===== src/rtl/cpu_pkg.sv =====
// Shared definitions for the memory bus arbiter: FSM states, access
// direction constants and the default ISSUE timeout.
package cpu_pkg;

  typedef enum logic [1:0] {
    ST_IDLE  = 2'd0,
    ST_ISSUE = 2'd1,
    ST_RESP  = 2'd2
  } arb_state_t;

  localparam logic RW_READ  = 1'b0;
  localparam logic RW_WRITE = 1'b1;

  localparam int TIMEOUT_DEFAULT = 15;
  localparam int CNT_W           = 4;

endpackage


===== src/rtl/mem_bus_arbiter_rr_pick.sv =====
// Two-way round-robin selector: on a tie the port that was not granted
// last wins; a lone request always wins.
module rr_pick (
  input  logic req0,
  input  logic req1,
  input  logic last,
  output logic win,
  output logic valid
);

  assign valid = req0 | req1;
  assign win   = (req0 & req1) ? ~last : req1;

endmodule


===== src/rtl/mem_bus_arbiter.sv =====
// Two-port (fetch / load-store) arbiter onto a single memory bus with
// round-robin fairness, registered outputs and an ISSUE-phase timeout.
module mem_bus_arbiter
  import cpu_pkg::*;
#(
  parameter int ADDR_W  = 64,
  parameter int DATA_W  = 64,
  parameter int TIMEOUT = TIMEOUT_DEFAULT
) (
  input  logic              clk,
  input  logic              reset,
  input  logic              p0_req,
  input  logic              p0_rw,
  input  logic [ADDR_W-1:0] p0_addr,
  input  logic [DATA_W-1:0] p0_wdata,
  output logic              p0_gnt,
  output logic              p0_done,
  output logic              p0_err,
  output logic [DATA_W-1:0] p0_rdata,
  input  logic              p1_req,
  input  logic              p1_rw,
  input  logic [ADDR_W-1:0] p1_addr,
  input  logic [DATA_W-1:0] p1_wdata,
  output logic              p1_gnt,
  output logic              p1_done,
  output logic              p1_err,
  output logic [DATA_W-1:0] p1_rdata,
  output logic              mem_req,
  output logic              mem_rw,
  output logic [ADDR_W-1:0] mem_addr,
  output logic [DATA_W-1:0] mem_wdata,
  input  logic [DATA_W-1:0] mem_rdata,
  input  logic              mem_ready
);

  arb_state_t               state_reg, state_next;
  logic                     win_reg, win_next;
  logic                     last_reg, last_next;
  logic                     rw_reg, rw_next;
  logic                     mem_req_reg, mem_req_next;
  logic [ADDR_W-1:0]        addr_reg, addr_next;
  logic [DATA_W-1:0]        wdata_reg, wdata_next;
  logic [CNT_W-1:0]         cnt_reg, cnt_next;
  logic [1:0]               gnt_reg, gnt_next;
  logic [1:0]               done_reg, done_next;
  logic [1:0]               err_reg, err_next;
  logic [1:0][DATA_W-1:0]   rdata_reg;
  logic [1:0]               rdata_load;

  logic pick_win, pick_valid;

  rr_pick u_rr_pick (
    .req0  (p0_req),
    .req1  (p1_req),
    .last  (last_reg),
    .win   (pick_win),
    .valid (pick_valid)
  );

  always_ff @(posedge clk or negedge reset) begin
    if (!reset) begin
      state_reg   <= ST_IDLE;
      win_reg     <= 1'b0;
      last_reg    <= 1'b1;
      rw_reg      <= RW_READ;
      mem_req_reg <= 1'b0;
      addr_reg    <= '0;
      wdata_reg   <= '0;
      cnt_reg     <= '0;
      gnt_reg     <= '0;
      done_reg    <= '0;
      err_reg     <= '0;
    end else begin
      state_reg   <= state_next;
      win_reg     <= win_next;
      last_reg    <= last_next;
      rw_reg      <= rw_next;
      mem_req_reg <= mem_req_next;
      addr_reg    <= addr_next;
      wdata_reg   <= wdata_next;
      cnt_reg     <= cnt_next;
      gnt_reg     <= gnt_next;
      done_reg    <= done_next;
      err_reg     <= err_next;
    end
  end

  always_comb begin
    state_next   = state_reg;
    win_next     = win_reg;
    last_next    = last_reg;
    rw_next      = rw_reg;
    mem_req_next = mem_req_reg;
    addr_next    = addr_reg;
    wdata_next   = wdata_reg;
    cnt_next     = cnt_reg;
    gnt_next     = '0;
    done_next    = '0;
    err_next     = '0;
    rdata_load   = '0;

    case (state_reg)
      ST_IDLE: begin
        if (pick_valid) begin
          win_next           = pick_win;
          rw_next            = pick_win ? p1_rw    : p0_rw;
          addr_next          = pick_win ? p1_addr  : p0_addr;
          wdata_next         = pick_win ? p1_wdata : p0_wdata;
          mem_req_next       = 1'b1;
          gnt_next[pick_win] = 1'b1;
          cnt_next           = '0;
          state_next         = ST_ISSUE;
        end
      end
      ST_ISSUE: begin
        // A ready on the final allowed cycle still counts as a good completion.
        if (mem_ready) begin
          rdata_load[win_reg] = (rw_reg == RW_READ);
          mem_req_next        = 1'b0;
          done_next[win_reg]  = 1'b1;
          state_next          = ST_RESP;
        end else if (cnt_reg == CNT_W'(TIMEOUT - 1)) begin
          mem_req_next        = 1'b0;
          done_next[win_reg]  = 1'b1;
          err_next[win_reg]   = 1'b1;
          state_next          = ST_RESP;
        end else begin
          cnt_next = cnt_reg + 1'b1;
        end
      end
      ST_RESP: begin
        last_next  = win_reg;
        state_next = ST_IDLE;
      end
      default: begin
        state_next   = ST_IDLE;
        mem_req_next = 1'b0;
      end
    endcase
  end

  // Per-port read data holds until that port's next read completion.
  for (genvar gi = 0; gi < 2; gi++) begin : g_rdata
    always_ff @(posedge clk or negedge reset) begin
      if (!reset)
        rdata_reg[gi] <= '0;
      else if (rdata_load[gi])
        rdata_reg[gi] <= mem_rdata;
    end
  end

  assign mem_req   = mem_req_reg;
  assign mem_rw    = rw_reg;
  assign mem_addr  = addr_reg;
  assign mem_wdata = wdata_reg;
  assign p0_gnt    = gnt_reg[0];
  assign p1_gnt    = gnt_reg[1];
  assign p0_done   = done_reg[0];
  assign p1_done   = done_reg[1];
  assign p0_err    = err_reg[0];
  assign p1_err    = err_reg[1];
  assign p0_rdata  = rdata_reg[0];
  assign p1_rdata  = rdata_reg[1];

endmodule


===== config.mk =====
export PLATFORM = sky130hd
export DESIGN_NAME = mem_bus_arbiter
export DESIGN_NICKNAME = d
export VERILOG_FILES = /design/src/rtl/cpu_pkg.sv /design/src/rtl/mem_bus_arbiter_rr_pick.sv /design/src/rtl/mem_bus_arbiter.sv
export SDC_FILE = /design/constraint.sdc
export NUM_CORES = 1
export LEC_CHECK = 0
export BUFFER_PORTS_ARGS = -buffer_cell sky130_fd_sc_hd__buf_2
export CAP_MARGIN = 10
export CORE_AREA = 2 2 227 229
export CTS_BUF_LIST = sky130_fd_sc_hd__clkbuf_8
export DETAILED_ROUTE_END_ITERATION = 10
export DIE_AREA = 0 0 229 231
export PLACE_DENSITY = 0.45
export SYNTH_ARGS = -nofsm -noshare
export SYNTH_HDL_FRONTEND = slang
export SYNTH_SLANG_ARGS = --single-unit

===== constraint.sdc =====
create_clock -name clk -period 2 [get_ports clk]
set_input_delay 0.4 -clock clk [delete_from_list [all_inputs] [get_ports clk]]
set_output_delay 0.4 -clock clk [all_outputs]
set_load 0.01 [all_outputs]

==> key figures, run 1 <==
Floorplan
  • Die Y: 231 µm
  • Chip width: 229 µm
  • Row cnt: 83
  • Core area: 0.0507 mm²
  • Initial Util: 0.210
  • # IOs: 591
  • DIE AREA: 0.0529 mm²

Finish
  • NumNets Final: 2001
  • Area of the multi-input gates: 0.00301 mm²
  • Reg area: 0.00681 mm²
  • Fillcell total: 5014
  • Non-Filler Instances: 2389
  • Layout cells sized above 1: 0.450
  • Design area: 0.0185 mm²
  • Area Overhead vs Synth: 73.9%

Drt
  • Routed Antenna Nets: 0
  • DR iter-0 viols: 908
  • Vias: 10468
  • Vias per inst: 4.38
  • DRC viols: 3
  • Routed len/inst: 17.0 µm
  • Routed WL: 40.6 mm
  • First-pass iteration count of the detailed router: 11

Setup path
  • Register-to-Register Path Depth: 6
  • Worst Path Arrival: 2.41 ns
  • Crit start category: register
  • Crit path capture type: register
  • CP startpoint: state_reg[0]
  • Crit path max fanout: 49
  • Critical path start-end classification: register to register
  • Req. time, crit path: 2.53 ns
  • Worst r2r src: state_reg[0]

Timing
  • Fin. max-slew vios: 0
  • RSZ-0062 raised after global routing: no
  • Total negative setup slack: 0 ns
  • Final hold viol count: 0
  • Relative slew slack: 0.588
  • Final min period: 1.88 ns
  • FMAX: 532 MHz
  • Final WS setup: 0.122 ns
  • Measured slew at the worst slew-check pin: 0.618 ns
  • Setup Skew: 0.0220 ns
  • Final setup fails: 0
  • Period utilization: 0.939

CTS
  • Clock buffer count from CTS: 49
  • Clk buf depth: 3
  • H-tree depth: 2
  • Setup bufs post-CTS: 0
  • Worst-Skew Late Latency: 0.60 ns
  • CTS Root Cell: clkbuf_8
  • CTS Sinks: 272
  • Worst-path clk slew: 0.06 ns
  • CTS tree: yes

Synthesis
  • Sequential cell area fraction in the yosys report: 0.639
  • FF+latch count, synth: 272
  • Cells after Synth: 761
  • Post-synth EDFFs: 0
  • Synth Flop Type: dfrtp_1
  • Syn Std Cell Area: 0.0107 mm²
  • Distinct cells, synth: 35
  • YS warnings: 0
  • Async SR Flop Fraction: 1.00
  • Net Count, Synth: 1090
  • Syn_area_per_cell: 14.0 µm²

GRT
  • First-pass GRT wire length: 62.2 mm
  • GRT overflow: 0
  • Largest net degree at the start of global routing: 82
  • Initial antenna violation count: 3
  • GR Util All Layers: 0.149
  • Vias in the first global route: 11039

Min path
  • Hold WC Path Type: input port to register
  • Hold depth: 3
  • Min-delay src: p0_wdata[42]

Placement
  • Hpwl dp: 27.2 mm
  • Area after DPL: 0.0145 mm²
  • IO buf count: 590
  • GP Congestion: 0.808
  • Placed cells: 2002
  • Post-place setup slack: 0.158 ns

Pwr
  • Leak: 9.57 nW
  • Power per cell area: 1370 mW/mm²
  • Peak VDD IR: 0.747 mV

Status
  • Status: finished, violations left
  • Failing checks: DRC

Run
  • Max-cap violations: 0
[stage by stage]
step	utilization	hold WS (ns)	total power, mW
after global placement	0.287	0.333	19.6
after CTS	0.366	0.000116	25.6
after global routing	0.366	0.0195	27.1
after detailed placement	0.287	0.333	19.7
final	0.366	0.0556	25.3
after floorplan	-	0.104	14.9
[worst paths after layout]
kind	endpoint	slack (ns)
max in group asynchronous	p0_rdata[44]	0.98
max reg2reg	mem_wdata[22]	0.12
max	mem_wdata[22]	0.12
min in group asynchronous	p1_rdata[20]	0.30
min reg2reg	p0_rdata[17]	0.48
min	mem_wdata[42]	0.06
[power by group]
group | internal [mW] | switching, mW
Sequential | 8.19 | 1.58
Clock | 2.92 | 2.34
Combinational | 4.94 | 5.33
Total | 16.1 | 9.25
[cell usage in the layout, fill, tap and decap left out, types with 14 or more instances in the layout]
cell and count:
buf_2 589, dlygate4sd3_1 299, dfrtp_1 271, inv_1 146
a222oi_1 129, mux2_2 68, clkbuf_8 62, mux2_1 60
buf_4 16, buf_12 14
[cells in the mapped netlist, types with 2 or more instances]
cell	n	area [µm²]
nor2_1	2	7.51
mux2_1	60	676
and2_1	2	12.5
buf_4	8	60.1
nand2_1	6	22.5
a222oi_1	129	1290
and3_1	4	25.0
buf_6	11	124
dfrtp_1	271	6780
o21ai_0	3	15.0
clkbuf_1	16	60.1
ha_1	2	25.0
nand3_1	3	15.0
buf_2	23	115
nor3_1	2	10.0
inv_1	133	499
mux2_2	68	766
[logic make-up after synthesis]
| logic type | count (synthesis) | synth area share |
|---|---|---|
| flops | 272 | 0.639 |
| buf+inv | 192 | 0.0809 |
| compound gates | 142 | 0.130 |
| mux | 128 | 0.135 |
| simple gates | 25 | 0.0130 |
| fa+ha+maj | 2 | 0.00235 |
[critical path: stages (launching register included)]
cell	delay, ns
dfrtp_1	0.37
buf_4	0.16
nor2_2	0.17
and3_4	0.24
buf_4	0.49
a222oi_1	0.23
inv_1	0.10
[area by class of cell]
cell class,count,area share
multi-input combinational,297,0.163
clock buffer,62,0.0460
inverter,133,0.0269
sequential,272,0.367
timing repair buffer,919,0.343
antenna,1,0.000135
tap,680,0.0459
clock inverter,25,0.00797
[what timing repair did]
action,4_1_cts,5_1_grt
hold buffers,299,0
resized for setup,0,0
endpoints found under the hold margin,286,0
[layer usage]
metal | GRT usage | wire [µm] | up-vias
li1 | - | - | 4662
met1 | 0.169 | 15400 | 5071
met2 | 0.256 | 20100 | 609
met3 | 0.0406 | 3240 | 124
met4 | 0.0747 | 1790 | 2
met5 | 0 | 13 | -
Power figures use the tool's default switching activity.
==> run 2, diff against run 1 <==
Settings changed: CORE_AREA 2 2 227 229 to 2 2 230 232, CTS_BUF_LIST sky130_fd_sc_hd__clkbuf_8 to sky130_fd_sc_hd__clkbuf_8 sky130_fd_sc_hd__clkbuf_16, DIE_AREA 0 0 229 231 to 0 0 232 234, PLACE_DENSITY 0.45 to 0.44.
==> run 2 against run 1 <==
The flow now finishes without violations. Non-clock buffer count down 289. Design area down 15%. Critical path type unchanged. Sequential cell count unchanged. Final cell count down 13%. Die area up 2.6%. Largest power group is now registers. Combinational power down 7%. Worst hold slack worse by 0.016 ns. Power up 0.19%.
==> key figures, run 2 (synthesized netlist as in run 1, its figures left out) <==
Drt
  • Routed Antenna Nets: 0
  • Routed len/inst: 18.2 µm
  • Routed WL: 38.0 mm
  • First-pass iteration count of the detailed router: 9
  • Vias: 9041
  • DR iter-0 viols: 837
  • DRC viols: 0
  • Vias per inst: 4.34

Timing
  • Setup Skew: 0.00893 ns
  • Final min period: 1.86 ns
  • Total negative setup slack: 0 ns
  • Final hold viol count: 0
  • Relative slew slack: 0.661
  • Period utilization: 0.928
  • FMAX: 539 MHz
  • Measured slew at the worst slew-check pin: 0.509 ns
  • RSZ-0062 raised after global routing: no
  • Final setup fails: 0
  • Hold WS: 0.0397 ns
  • Fin. max-slew vios: 0

Floorplan
  • Initial Util: 0.205
  • DIE AREA: 0.0543 mm²
  • Core area: 0.0520 mm²
  • Row cnt: 84
  • # IOs: 591
  • Chip width: 232 µm
  • Die Y: 234 µm

CTS
  • H-tree depth: 1
  • Worst-Skew Late Latency: 0.56 ns
  • Clock buffer count from CTS: 31
  • CTS Sinks: 272
  • Worst-path clk slew: 0.06 ns
  • CTS Root Cell: clkbuf_16
  • Hold Buf Count CTS: 18
  • CTS tree: yes
  • Setup bufs post-CTS: 0
  • Post_cts resized: 0
  • Clk buf depth: 3

Finish
  • NumNets Final: 1694
  • Area Overhead vs Synth: 47.8%
  • Commonest cells after routing, fill and taps aside: 589 x buf_2, 271 x dfrtp_1, 137 x inv_1, 129 x a222oi_1, 68 x mux2_2
  • Layout cells sized above 1: 0.533
  • Leading cell type in the layout, fill and taps excluded: buf_2

Status
  • Status: finished, final reports clean

Pwr
  • Power per cell area: 1610 mW/mm²
  • Peak VDD IR: 0.607 mV
  • Leak: 8.35 nW

Placement
  • IO buf count: 590
  • GP Congestion: 0.840
  • Hpwl dp: 27.9 mm

Setup path
  • Crit path max fanout: 48
  • Slowest cell delay on critical path: 0.48 ns
  • Worst Path Arrival: 2.30 ns
  • CP cell instances: nor2b_1, and4bb_4, buf_12, mux2_1
  • Critical path's slowest cell: dfrtp_1
  • Crit start category: register
  • Crit path capture type: register
  • Critical path start-end classification: register to register
  • Req. time, crit path: 2.45 ns

GRT
  • GRT overflow: 0
  • Vias in the first global route: 8909
  • Initial antenna violation count: 15
  • Largest net degree at the start of global routing: 69
  • First-pass GRT wire length: 54.8 mm
  • GR Util All Layers: 0.130

Min path
  • Hold WC Path Type: input port to register

Run
  • Max-cap violations: 0
## run 2: layout make-up
type / instances / area (µm²)
fillers: 5414 / 36300
flip-flops and latches: 272 / 6810
repair buffers: 630 / 3450
multi-input cells: 297 / 3010
clock buffers: 38 / 872
well taps: 688 / 861
inverters: 133 / 499
clock inverters: 20 / 231
diodes: 7 / 17.5
## run 2: path summary, 6_finish.rpt
kind                              startpoint            to  slack (ns)  cells past startpoint
worst max register to register  state_reg[0]  p0_rdata[13]        0.14                      4
min in group asynchronous              reset  p1_rdata[50]        0.38                      2
max in group asynchronous              reset    cnt_reg[3]        0.94                      3
worst min-delay path             p1_addr[46]  mem_addr[46]        0.04                      3
worst min register to register   p0_rdata[3]   p0_rdata[3]        0.48                      1
worst max-delay path            state_reg[0]  p0_rdata[13]        0.14                      4
## run 2: critical path, delay by kind of cell, from the launching register on
family / cells / cell delay, ns
buf+inv: 1 / 0.26
flops: 1 / 0.48
mux: 1 / 0.36
simple gates: 2 / 0.57
## run 2: power breakdown
part / internal [mW] / switching [mW]
registers: 8.19 / 1.50
logic: 4.48 / 5.10
clock network: 3.73 / 2.36
## run 2: metrics by stage
step | instances | utilization | total power, mW | setup WS (ns) | area (µm²)
CTS | 2078 | 0.302 | 25.8 | 0.183 | 15700
global placement | 2002 | 0.278 | 19.4 | 0.232 | 14400
detailed placement | 2002 | 0.278 | 19.5 | 0.187 | 14400
finish | 2085 | 0.303 | 25.4 | 0.144 | 15700
global route | 2084 | 0.303 | 27.1 | 0.0232 | 15700
floorplan | 761 | - | 14.9 | 0.430 | 10700
## run 2: layer usage
| metal | share of wire | track usage | vias up |
|---|---|---|---|
| met2 | 0.48 | 0.213 | 454 |
| li1 | - | - | 4044 |
| met5 | 0.00042 | 0 | - |
| met1 | 0.42 | 0.168 | 4487 |
| met3 | 0.086 | 0.0347 | 54 |
| met4 | 0.019 | 0.0431 | 2 |
==> run 3, diff against run 2 <==
Settings changed: MAX_ROUTING_LAYER set to met4, REMOVE_ABC_BUFFERS set to 1.
==> run 3 against run 2 <==
Via count increased by 2.0%. Clock power rose by 4.8%. Core utilization increased by 0.95 points. Sequential share of layout area fell by 1.3 points. Critical path depth grew 2. Register-to-register slack got worse by 0.02 ns. Sequential power about the same. Combinational power rose by 3.3%. Largest power group is now combinational logic. Global-route usage grew 0.51 points. Non-clock buffer count increased by 47. First-iteration DRC count shrank 8.1%.
==> key figures, run 3 (synthesized netlist as in run 1, its figures left out) <==
Setup path
  • Crit path capture type: register
  • Worst r2r src: state_reg[0]
  • R2r setup slk: 0.12 ns
  • CP startpoint: state_reg[0]
  • Crit start category: register
  • Req. time, crit path: 2.46 ns
  • Capture point of the critical path: mem_addr[25]
  • Crit path max fanout: 129
  • R2R Path End: mem_addr[25]
  • Worst Path Arrival: 2.34 ns
  • Critical path start-end classification: register to register
  • Register-to-Register Path Depth: 6

Timing
  • Final hold viol count: 0
  • Relative slew slack: 0.518
  • RSZ-0062 raised after global routing: no
  • Final setup fails: 0
  • Setup Skew: 0.00881 ns
  • Final min period: 1.88 ns
  • Period utilization: 0.939
  • Fin. max-slew vios: 0
  • FMAX: 532 MHz
  • Measured slew at the worst slew-check pin: 0.723 ns
  • Total negative setup slack: 0 ns

Drt
  • Routed WL: 38.3 mm
  • Vias: 9219
  • First-pass iteration count of the detailed router: 7
  • DRC viols: 0
  • Routed Antenna Nets: 0
  • Vias per inst: 4.33
  • Routed len/inst: 18.0 µm
  • DR iter-0 viols: 769

Floorplan
  • Row cnt: 84
  • Core area: 0.0520 mm²
  • # IOs: 591
  • Initial Util: 0.205
  • Die Y: 234 µm
  • DIE AREA: 0.0543 mm²
  • Chip width: 232 µm

Placement
  • GP Congestion: 0.900
  • IO buf count: 590
  • Placed cells: 2011
  • Hpwl dp: 28.5 mm

CTS
  • H-tree depth: 1
  • Clock buffer count from CTS: 31
  • Hold Buf Count CTS: 54
  • CTS Root Cell: clkbuf_16
  • Worst-path clk slew: 0.06 ns
  • Worst-Skew Late Latency: 0.59 ns
  • Clk buf depth: 3
  • Post_cts resized: 0
  • Setup bufs post-CTS: 0
  • CTS tree: yes
  • CTS Sinks: 272

Pwr
  • Leak: 8.58 nW
  • Peak VDD IR: 0.655 mV
  • Power Total: 25.9 mW
  • Power per cell area: 1600 mW/mm²

GRT
  • Largest net degree at the start of global routing: 130
  • GRT overflow: 0
  • Initial antenna violation count: 3
  • GR Util All Layers: 0.136
  • Vias in the first global route: 9288
  • First-pass GRT wire length: 55.4 mm

Min path
  • Hold WC Path Type: input port to register
  • Hold depth: 3

Finish
  • Leading cell type in the layout, fill and taps excluded: buf_2
  • Layout cells sized above 1: 0.520
  • Non-Filler Instances: 2127
  • NumNets Final: 1741
  • Area Overhead vs Synth: 52.4%
  • Commonest cells after routing, fill and taps aside: 589 x buf_2, 271 x dfrtp_1, 139 x inv_1, 129 x a222oi_1, 68 x mux2_2

Run
  • Max-cap violations: 0

Status
  • Status: finished, final reports clean
[run 3: changes by cell type in the layout (fill, tap and decap cells not counted), moves of 2 or more]
cell	change
clkinv_2	-5
bufinv_16	+2
buf_4	+9
dlygate4sd3_1	+38
diode_2	-4
inv_1	+2
inv_6	-3
[run 3: per-stage QoR]
step,cell area [µm²],hold slack [ns],setup WS (ns),util
2_1_floorplan,10300,0.104,-3.51,-
3_3_place_gp,14500,0.361,0.204,0.279
3_5_place_dp,14500,0.370,0.148,0.279
4_1_cts,16200,0.0000109,0.133,0.312
5_1_grt,16200,0.000865,0.0511,0.312
6_report,16200,0.0314,0.122,0.312
[run 3: per-layer routing]
layer | up-vias | GRT usage | part of all wire
li1 | 4134 | - | -
met1 | 4624 | 0.161 | 0.39
met2 | 400 | 0.230 | 0.51
met3 | 61 | 0.0275 | 0.072
met4 | 0 | 0.0441 | 0.028
met5 | - | - | 0
[run 3: power by group]
part | internal (mW) | total (mW) | switching (mW)
clock | 4.01 | 6.38 | 2.37
combinational | 4.61 | 9.90 | 5.29
sequential | 8.19 | 9.65 | 1.46
total | 16.8 | 25.9 | 9.12
[run 3: worst max-delay path, cell delays in order (launching register included)]
cell and delay [ns]:
dfrtp_1 0.37, buf_4 0.16, nor2_2 0.18, o21ai_4 0.10
buf_12 0.20, a222oi_1 0.46, inv_1 0.07
[run 3: worst min-delay path by stage]
stage                  from       endpoint  slack (ns)
6_report       p1_wdata[46]  mem_wdata[46]        0.03
5_1_grt         p1_addr[12]   mem_addr[12]      0.0009
4_1_cts         p1_wdata[3]   mem_wdata[3]     0.00001
3_5_place_dp          reset   p0_rdata[49]        0.37
3_3_place_gp          reset   p0_rdata[49]        0.36
2_1_floorplan         reset     cnt_reg[0]        0.10
[run 3: final cells by class]
class | count | area, µm²
Antenna cell | 3 | 7.51
Clock buffer | 39 | 886
Clock inverter | 18 | 275
Fill cell | 5353 | 35800
Inverter | 133 | 499
Multi-Input combinational cell | 297 | 3010
Sequential cell | 272 | 6810
Tap cell | 688 | 861
Timing Repair Buffer | 677 | 3890
